[config.mk]
export PLATFORM = sky130hd
export DESIGN_NAME = deserializer
export DESIGN_NICKNAME = d
export VERILOG_FILES = /design/src/rtl/serdes_pkg.sv /design/src/rtl/deserializer_ctrl.sv /design/src/rtl/deserializer.sv
export SDC_FILE = /design/constraint.sdc
export NUM_CORES = 1
export LEC_CHECK = 0
export ABC_AREA = 0
export CAP_MARGIN = 20
export CELL_PAD_IN_SITES_DETAIL_PLACEMENT = 0
export CELL_PAD_IN_SITES_GLOBAL_PLACEMENT = 1
export CORE_ASPECT_RATIO = 1.2
export CORE_MARGIN = 2
export CORE_UTILIZATION = 30
export CTS_CLUSTER_DIAMETER = 60
export DETAILED_ROUTE_END_ITERATION = 10
export DONT_BUFFER_PORTS = 1
export PLACE_DENSITY_LB_ADDON = 0.05
export SYNTH_ARGS = -nofsm -noshare
export SYNTH_HDL_FRONTEND = slang
export SYNTH_SLANG_ARGS = --single-unit
[constraint.sdc]
create_clock -name clk -period 1.66 [get_ports clk]
set_input_delay 0.083 -clock clk [delete_from_list [all_inputs] [get_ports clk]]
set_output_delay 0.083 -clock clk [all_outputs]
set_load 0.01 [all_outputs]
[src/rtl/serdes_pkg.sv]
// Shared SERDES package: state encoding and sizing helpers used by the
// serializer and deserializer blocks.
package serdes_pkg;

    // Deserializer control states: gathering words, or holding a full frame
    typedef enum logic {
        COLLECT = 1'b0,
        FULL    = 1'b1
    } deser_state_t;

    // Default link geometry shared by both ends of the link
    localparam int DEFAULT_BIT_WIDTH = 32;
    localparam int DEFAULT_N_SAMPLES = 8;

    // Width of a word index into a frame of n words; never narrower than one bit
    function automatic int idx_width(input int n);
        return (n <= 2) ? 1 : $clog2(n);
    endfunction

endpackage

[src/rtl/deserializer_ctrl.sv]
// Deserializer control: COLLECT/FULL state machine plus the word index counter.
// Produces the write strobe and write slot for the frame register array and
// the two handshake outputs. Optional feature macro: DESERIALIZER_OVERLAP_EN
// (when defined, a new frame may start on the same cycle the old one leaves).
module deserializer_ctrl
    import serdes_pkg::*;
#(
    parameter  int N_SAMPLES = DEFAULT_N_SAMPLES,
    localparam int IW        = idx_width(N_SAMPLES)
) (
    input  logic          clk,
    input  logic          reset,
    input  logic          recv_val,
    input  logic          send_rdy,
    output logic          wr_en,
    output logic [IW-1:0] wr_idx,
    output logic          send_val,
    output logic          recv_rdy
);

    localparam logic [IW-1:0] LAST_IDX = IW'(N_SAMPLES - 1);

    deser_state_t  state;
    deser_state_t  state_nxt;
    logic [IW-1:0] idx;
    logic [IW-1:0] idx_nxt;

    // State and index registers; reset drops any partial frame
    always_ff @(posedge clk or negedge reset) begin
        if (!reset) begin
            state <= COLLECT;
            idx   <= '0;
        end else begin
            state <= state_nxt;
            idx   <= idx_nxt;
        end
    end

    // Next-state, index update and handshake decodes
    always_comb begin
        state_nxt = state;
        idx_nxt   = idx;
        wr_en     = 1'b0;
        wr_idx    = idx;
        send_val  = 1'b0;
        recv_rdy  = 1'b0;
        case (state)
            COLLECT: begin
                recv_rdy = 1'b1;
                if (recv_val) begin
                    wr_en = 1'b1;
                    if (idx == LAST_IDX) begin
                        idx_nxt   = '0;
                        state_nxt = FULL;
                    end else begin
                        idx_nxt = idx + IW'(1);
                    end
                end
            end
            FULL: begin
                send_val = 1'b1;
`ifdef DESERIALIZER_OVERLAP_EN
                // Accept word 0 of the next frame only when the current one leaves
                recv_rdy = send_rdy;
                if (send_rdy) begin
                    state_nxt = COLLECT;
                    if (recv_val) begin
                        wr_en   = 1'b1;
                        wr_idx  = '0;
                        idx_nxt = IW'(1);
                    end
                end
`else
                // Input stalls while the frame waits; costs one dead cycle per frame
                recv_rdy = 1'b0;
                if (send_rdy) begin
                    state_nxt = COLLECT;
                end
`endif
            end
            default: begin
                state_nxt = COLLECT;
                idx_nxt   = '0;
            end
        endcase
    end

endmodule

[src/rtl/deserializer.sv]
// Deserializer top: gathers N_SAMPLES words from a val/rdy stream into one
// parallel frame; word k of a frame lands in send_msg[k]. Optional feature
// macro: DESERIALIZER_OVERLAP_EN (full-rate overlap of send and receive).
module deserializer
    import serdes_pkg::*;
#(
    parameter  int BIT_WIDTH = DEFAULT_BIT_WIDTH,
    parameter  int N_SAMPLES = DEFAULT_N_SAMPLES,
    localparam int IW        = idx_width(N_SAMPLES)
) (
    input  logic                 clk,
    input  logic                 reset,
    input  logic [BIT_WIDTH-1:0] recv_msg,
    input  logic                 recv_val,
    output logic                 recv_rdy,
    output logic [BIT_WIDTH-1:0] send_msg [N_SAMPLES-1:0],
    output logic                 send_val,
    input  logic                 send_rdy
);

    logic          wr_en;
    logic [IW-1:0] wr_idx;

    deserializer_ctrl #(
        .N_SAMPLES (N_SAMPLES)
    ) u_ctrl (
        .clk      (clk),
        .reset    (reset),
        .recv_val (recv_val),
        .send_rdy (send_rdy),
        .wr_en    (wr_en),
        .wr_idx   (wr_idx),
        .send_val (send_val),
        .recv_rdy (recv_rdy)
    );

    // Frame register array; a slot changes only when the controller writes it
    always_ff @(posedge clk or negedge reset) begin
        if (!reset) begin
            for (int k = 0; k < N_SAMPLES; k++) begin
                send_msg[k] <= '0;
            end
        end else if (wr_en) begin
            for (int k = 0; k < N_SAMPLES; k++) begin
                if (wr_idx == IW'(k)) begin
                    send_msg[k] <= recv_msg;
                end
            end
        end
    end

endmodule
# Word level (Yosys, flattened, before mapping)
# Cells that the tools add are included.
[word_totals]
register_bits = 260
in_bits = 36
output_inout_bits = 258
wordCells = 38
[classes]
add_sub_neg = 1
eq_ne = 7
muxes = 9
n_bitwise = 1
reduce_logical = 10
[ops]
columns = ["operator", "n"]
rows = [
  ["AND reduction 2 bit", 9],
  ["equality test 3 bit (second input constant)", 4],
  ["equality test 3 x 2 -> 1 bit (second input constant)", 2],
  ["2-to-1 mux 1 bit", 6],
  ["one-hot mux 1 bit (2 select lines)", 2],
  ["adder 3 x 1 -> 3 bit (second input constant)", 1],
  ["equality test 3 x 1 -> 1 bit (second input constant)", 1],
  ["logical NOT 3 bit", 1],
  ["2-to-1 mux 3 bit", 1],
  ["NOT 1 bit", 1],
]

# Depth between registers and ports, before layout
[depth]
word_depth = 4
ltp_mapped = 6
ltp_nobuf = 4

# By module
# Synthesis repeated with hierarchy kept, for this count alone.
[hier_totals]
cells_unflattened = 565
hier_area_um2 = 9815.7
[modules_own_cells]
columns = ["module", "n_inst", "cells_each", "area_per_inst_um2", "seq_area_each_um2"]
rows = [
  ["deserializer", 1, 551, 9611.7, 6406.1],
  ["deserializer_ctrl", 1, 14, 203.9, 100.1],
]

# Worst setup path before layout
# OpenSTA, ideal clock, no wires.
[synth_timing]
path_type = "flip-flop to flip-flop"
start = "register u_ctrl.idx[0], in the netlist u_ctrl.wr_idx[0]"
end = "register send_msg[68] in the netlist's numbering"
setup_ns = 0.125
arrival_time_ns = 1.541
required_ns = 1.535
slack_ns = -0.006
path_stages_with_launch = 7
path_buffers = 2
period_less_slack_ns = 1.666
path_cell_list = "dfrtp_1 > inv_1 > ha_1 > nor4bb_1 > buf_2 > buf_6 > mux2_2"
[synth_between]
elab_chain_cells = 2
[synth_lines]
columns = ["element", "line", "rtl"]
rows = [
  ["start, declared", "deserializer_ctrl.sv:25", "logic [IW-1:0] idx;"],
  ["start signal, assigned", "deserializer_ctrl.sv:35", "idx <= idx_nxt;"],
  ["equality test 3 x 2 -> 1 bit", "deserializer.sv:45", "if (wr_idx == IW'(k)) begin"],
  ["AND reduction 2 bit (no source line)", "--", ""],
  ["end signal, assigned by index", "deserializer.sv:46", "send_msg[k] <= recv_msg;"],
  ["end, declared", "deserializer.sv:16", "output logic [BIT_WIDTH-1:0] send_msg [N_SAMPLES-1:0],"],
]
# Every way passes these cells.
# A chain may end at the register's enable or synchronous reset.

# Final worst setup path
[layout_timing]
start = "register u_ctrl.idx[0], in the netlist u_ctrl.wr_idx[0]"
end = "register send_msg[81] in the netlist's numbering"
# Same word-level chain as after synthesis.

==> impl_metrics.csv <==
group,metric,value,unit
timing,rsz0062_at_grt,"true",
pwr,power.leakage,6.14,nW
clock_network,cts_hold_buffers,34,
status,status,"finished with violations",
floorplanning,die_area,34800,µm²
job,cap_violations,0,
cells_and_area,instances_no_fill,1140,
critical_path,rr_endpoint,"send_msg[81]",
timing,fin_tns_setup,-10680,ps
timing,fmaxAchievable,563,MHz
route,drc_errors,0,
synth,synth_cells,573,
synth,synth_edf_count,0,
timing,fin_crit,1780,ps
synth,ys_ff_latch,260,
critical_path,crit_path_end_kind,"register",
min_path,hold_class,"in -> async",
clock_network,cts_tree,"built",
global_routing,overflow,0,
route,drtIter0Drc,240,
timing,finalSetupViolCount,179,
floorplanning,boundaryPins,294,
critical_path,path_class,"reg -> reg",
synth,synth.largest_area_cell,"dfrtp_1",
clock_network,clock-sinks,260,
synth,synth_top_family_by_area,"multiplexers",
clock_network,path_clk_slew,60,ps
placed_design,dp.cells,1023,
synth,yosysSeqAreaShare,65.1,%
floorplanning,die_h,204,µm
clock_network,numCtsBuffers,29,
cells_and_area,antenna_cells,0,
global_routing,grt_pass1_wl,42600,µm
global_routing,antenna_found_initial,0,
route,drt-vias-per-instance,4.69,
floorplanning,die_w,171,µm
synth,synth_adder_area_share,0.876,%
clock_network,clock_latency,550,ps
clock_network,clockBufferDepth,3,
timing,holdWs,-774,ps
floorplanning,row_count,73,
global_routing,grt_max_degree,261,
pwr,power_density,2130,nW/µm²
synth,syn-cell-area,10000,µm²
route,drtAntennaViolNets,0,
critical_path,startpoint_type,"register",
route,vias,5346,
synth,synth-simple-area-share,1.21,%
placed_design,hpwlAfterDp,17900,µm
placed_design,post_dp_cell_area,10800,µm²
timing,fin_crit_sh,107,%
cells_and_area,drive_above_1_share,54.8,%
cells_and_area,fin_nets,711,
synth,synth.most_common_cell,"dfrtp_1",
synth,synth_compound_area_share,0.100,%
timing,setup_ws,-117,ps
cells_and_area,finalInstanceArea,13300,µm²
status,violations,"negative hold slack, negative setup slack",
synth,synthMuxAreaShare,30.2,%
placed_design,port_buffers,0,
synth,avgSynthCellArea,17.5,µm²
critical_path,reg2reg_from,"u_ctrl.wr_idx[0]",
placed_design,place.gp.congestion,0.738,
clock_network,htreeDepth,1,
floorplanning,coreArea,33000,µm²
route,routedWlPerCell,27.0,µm
critical_path,required,2090,ps
synth,synth_nets,616,
synth,ys_top_cells_by_area,"dfrtp_1 (65%), mux2_2 (25%), mux2_4 (4.5%)",
timing,drv_slew,0,
synth,yosysUniqueCellTypes,19,
route,wl,30800,µm
critical_path,path_max_fanout,7,
pwr,irDropWorstVdd,938,µV
synth,synth-async-reset-ratio,100,%
timing,relSlewSlack,53.0,%
cells_and_area,syn_to_final_growth,32.5,%
synth,synth_xor_area_share,0,%
global_routing,grt_pass1_vias,5887,
global_routing,grtUsageTotal,16.9,%
route,drtPass1Iterations,4,
clock_network,cts-root-buf,"clkbuf_16",
timing,tightest_slew,705,ps
timing,hold_viol_final,260,
timing,finalClockSkew,12.3,ps
critical_path,cp.arrival,2210,ps
floorplanning,start_util,30.3,%
critical_path,reg2reg_setup_slack,-120,ps
synth,synth_top_area_share,65.1,%
synth,netlist_top_cells_count,"dfrtp_1 (260), mux2_2 (219), mux2_4 (30)",
synth,synth-main-ff-cell,"dfrtp_1",
synth,yosysWarnings,0,
cells_and_area,fin_util,40.2,%
critical_path,r2r_cells,6,
worst max-delay path, cell delays in order (launching register included):
cell	delay [ps]
dfrtp_2	450
inv_2	110
ha_4	150
nor4bb_4	260
buf_6	200
buf_12	170
mux2_4	310
final cells by class:
cell class                 instances  area (µm²)
tap                              450         563
multi-input combinational        279        3820
sequential                       260        6510
fill                            2997       19700
clock buffer                      45         856
inverter                           4        17.5
timing repair buffer              94        1360
clock inverter                     8         123
kinds of logic after synthesis:
group | after synthesis
flops | 260
mux | 258
buf+inv | 34
simple gates | 12
fa+ha+maj | 7
compound gates | 2
stage by stage:
step	total power [mW]	setup WS [ps]	hold WS, ps
2_1_floorplan	17.0	5.28	-213
3_3_place_gp	19.5	-137	-206
3_5_place_dp	19.7	-186	-207
4_1_cts	27.5	-96.7	-807
5_1_grt	29.6	-173	-816
6_report	28.2	-117	-774
layer usage:
layer | vias up | global-route usage, % | routed length (µm)
li1 | 2234 | - | -
met1 | 2847 | 19.3 | 11600
met2 | 231 | 28.6 | 15300
met3 | 34 | 7.05 | 3210
met4 | 0 | 5.22 | 680
met5 | - | 0 | 0
worst max-delay path by stage:
stage | start | to | slack [ps] | cells past startpoint
floorplan | u_ctrl.wr_idx[0] | send_msg[225] | 5 | 5
global placement | u_ctrl.wr_idx[2] | send_msg[1] | -140 | 4
detailed placement | u_ctrl.wr_idx[1] | send_msg[51] | -190 | 5
CTS | u_ctrl.wr_idx[1] | send_msg[26] | -100 | 7
global route | u_ctrl.wr_idx[0] | send_msg[2] | -170 | 6
finish | u_ctrl.wr_idx[0] | send_msg[81] | -120 | 6
power breakdown:
part / leakage [nW] / internal [mW] / switching (mW)
Combinational: 2.53 / 5.25 / 2.38
Clock: 0.482 / 4.00 / 2.54
Sequential: 3.13 / 9.56 / 4.46
Total: 6.14 / 18.8 / 9.38
state kept, by name (all words and copies together), names as in the netlist:
register / flops
send_msg: 256
u_ctrl.wr_idx: 3
u_ctrl.state: 1
timing repair:
action                     CTS  global route
cloned                      10             5
buffers inserted            15             4
setup endpoints to repair  218           239
resized for setup           70           104
pin swaps                    6             3
hold endpoints to repair   520           260
layout by cell type, fill, tap and decap left out:
| cell type | synthesis | layout |
|---|---|---|
| inv_1 | 4 | 1 |
| clkinv_2 | 0 | 3 |
| bufinv_16 | 0 | 3 |
| mux2_2 | 219 | 105 |
| nor2b_1 | 1 | 1 |
| ha_4 | 0 | 6 |
| buf_4 | 2 | 14 |
| dfrtp_1 | 260 | 256 |
| inv_4 | 0 | 1 |
| mux2_4 | 30 | 150 |
| mux2i_1 | 1 | 1 |
| dlygate4sd3_1 | 0 | 34 |
| clkbuf_8 | 0 | 7 |
| mux2_1 | 8 | 2 |
| clkbuf_1 | 0 | 9 |
| nor4bb_4 | 0 | 2 |
| clkbuf_16 | 0 | 34 |
| buf_12 | 3 | 23 |
| buf_16 | 0 | 8 |
| buf_6 | 7 | 10 |
| nand4b_4 | 0 | 3 |
| o21ai_0 | 2 | 2 |
| dfrtp_2 | 0 | 4 |
| and4bb_4 | 0 | 1 |
| inv_2 | 0 | 2 |
| nand3b_1 | 3 | 3 |
| ha_1 | 7 | 1 |
| nor2_1 | 1 | 1 |
| inv_6 | 0 | 2 |
| or4bb_1 | 1 | 1 |
Note: power is estimated with default switching activity, not from simulation.
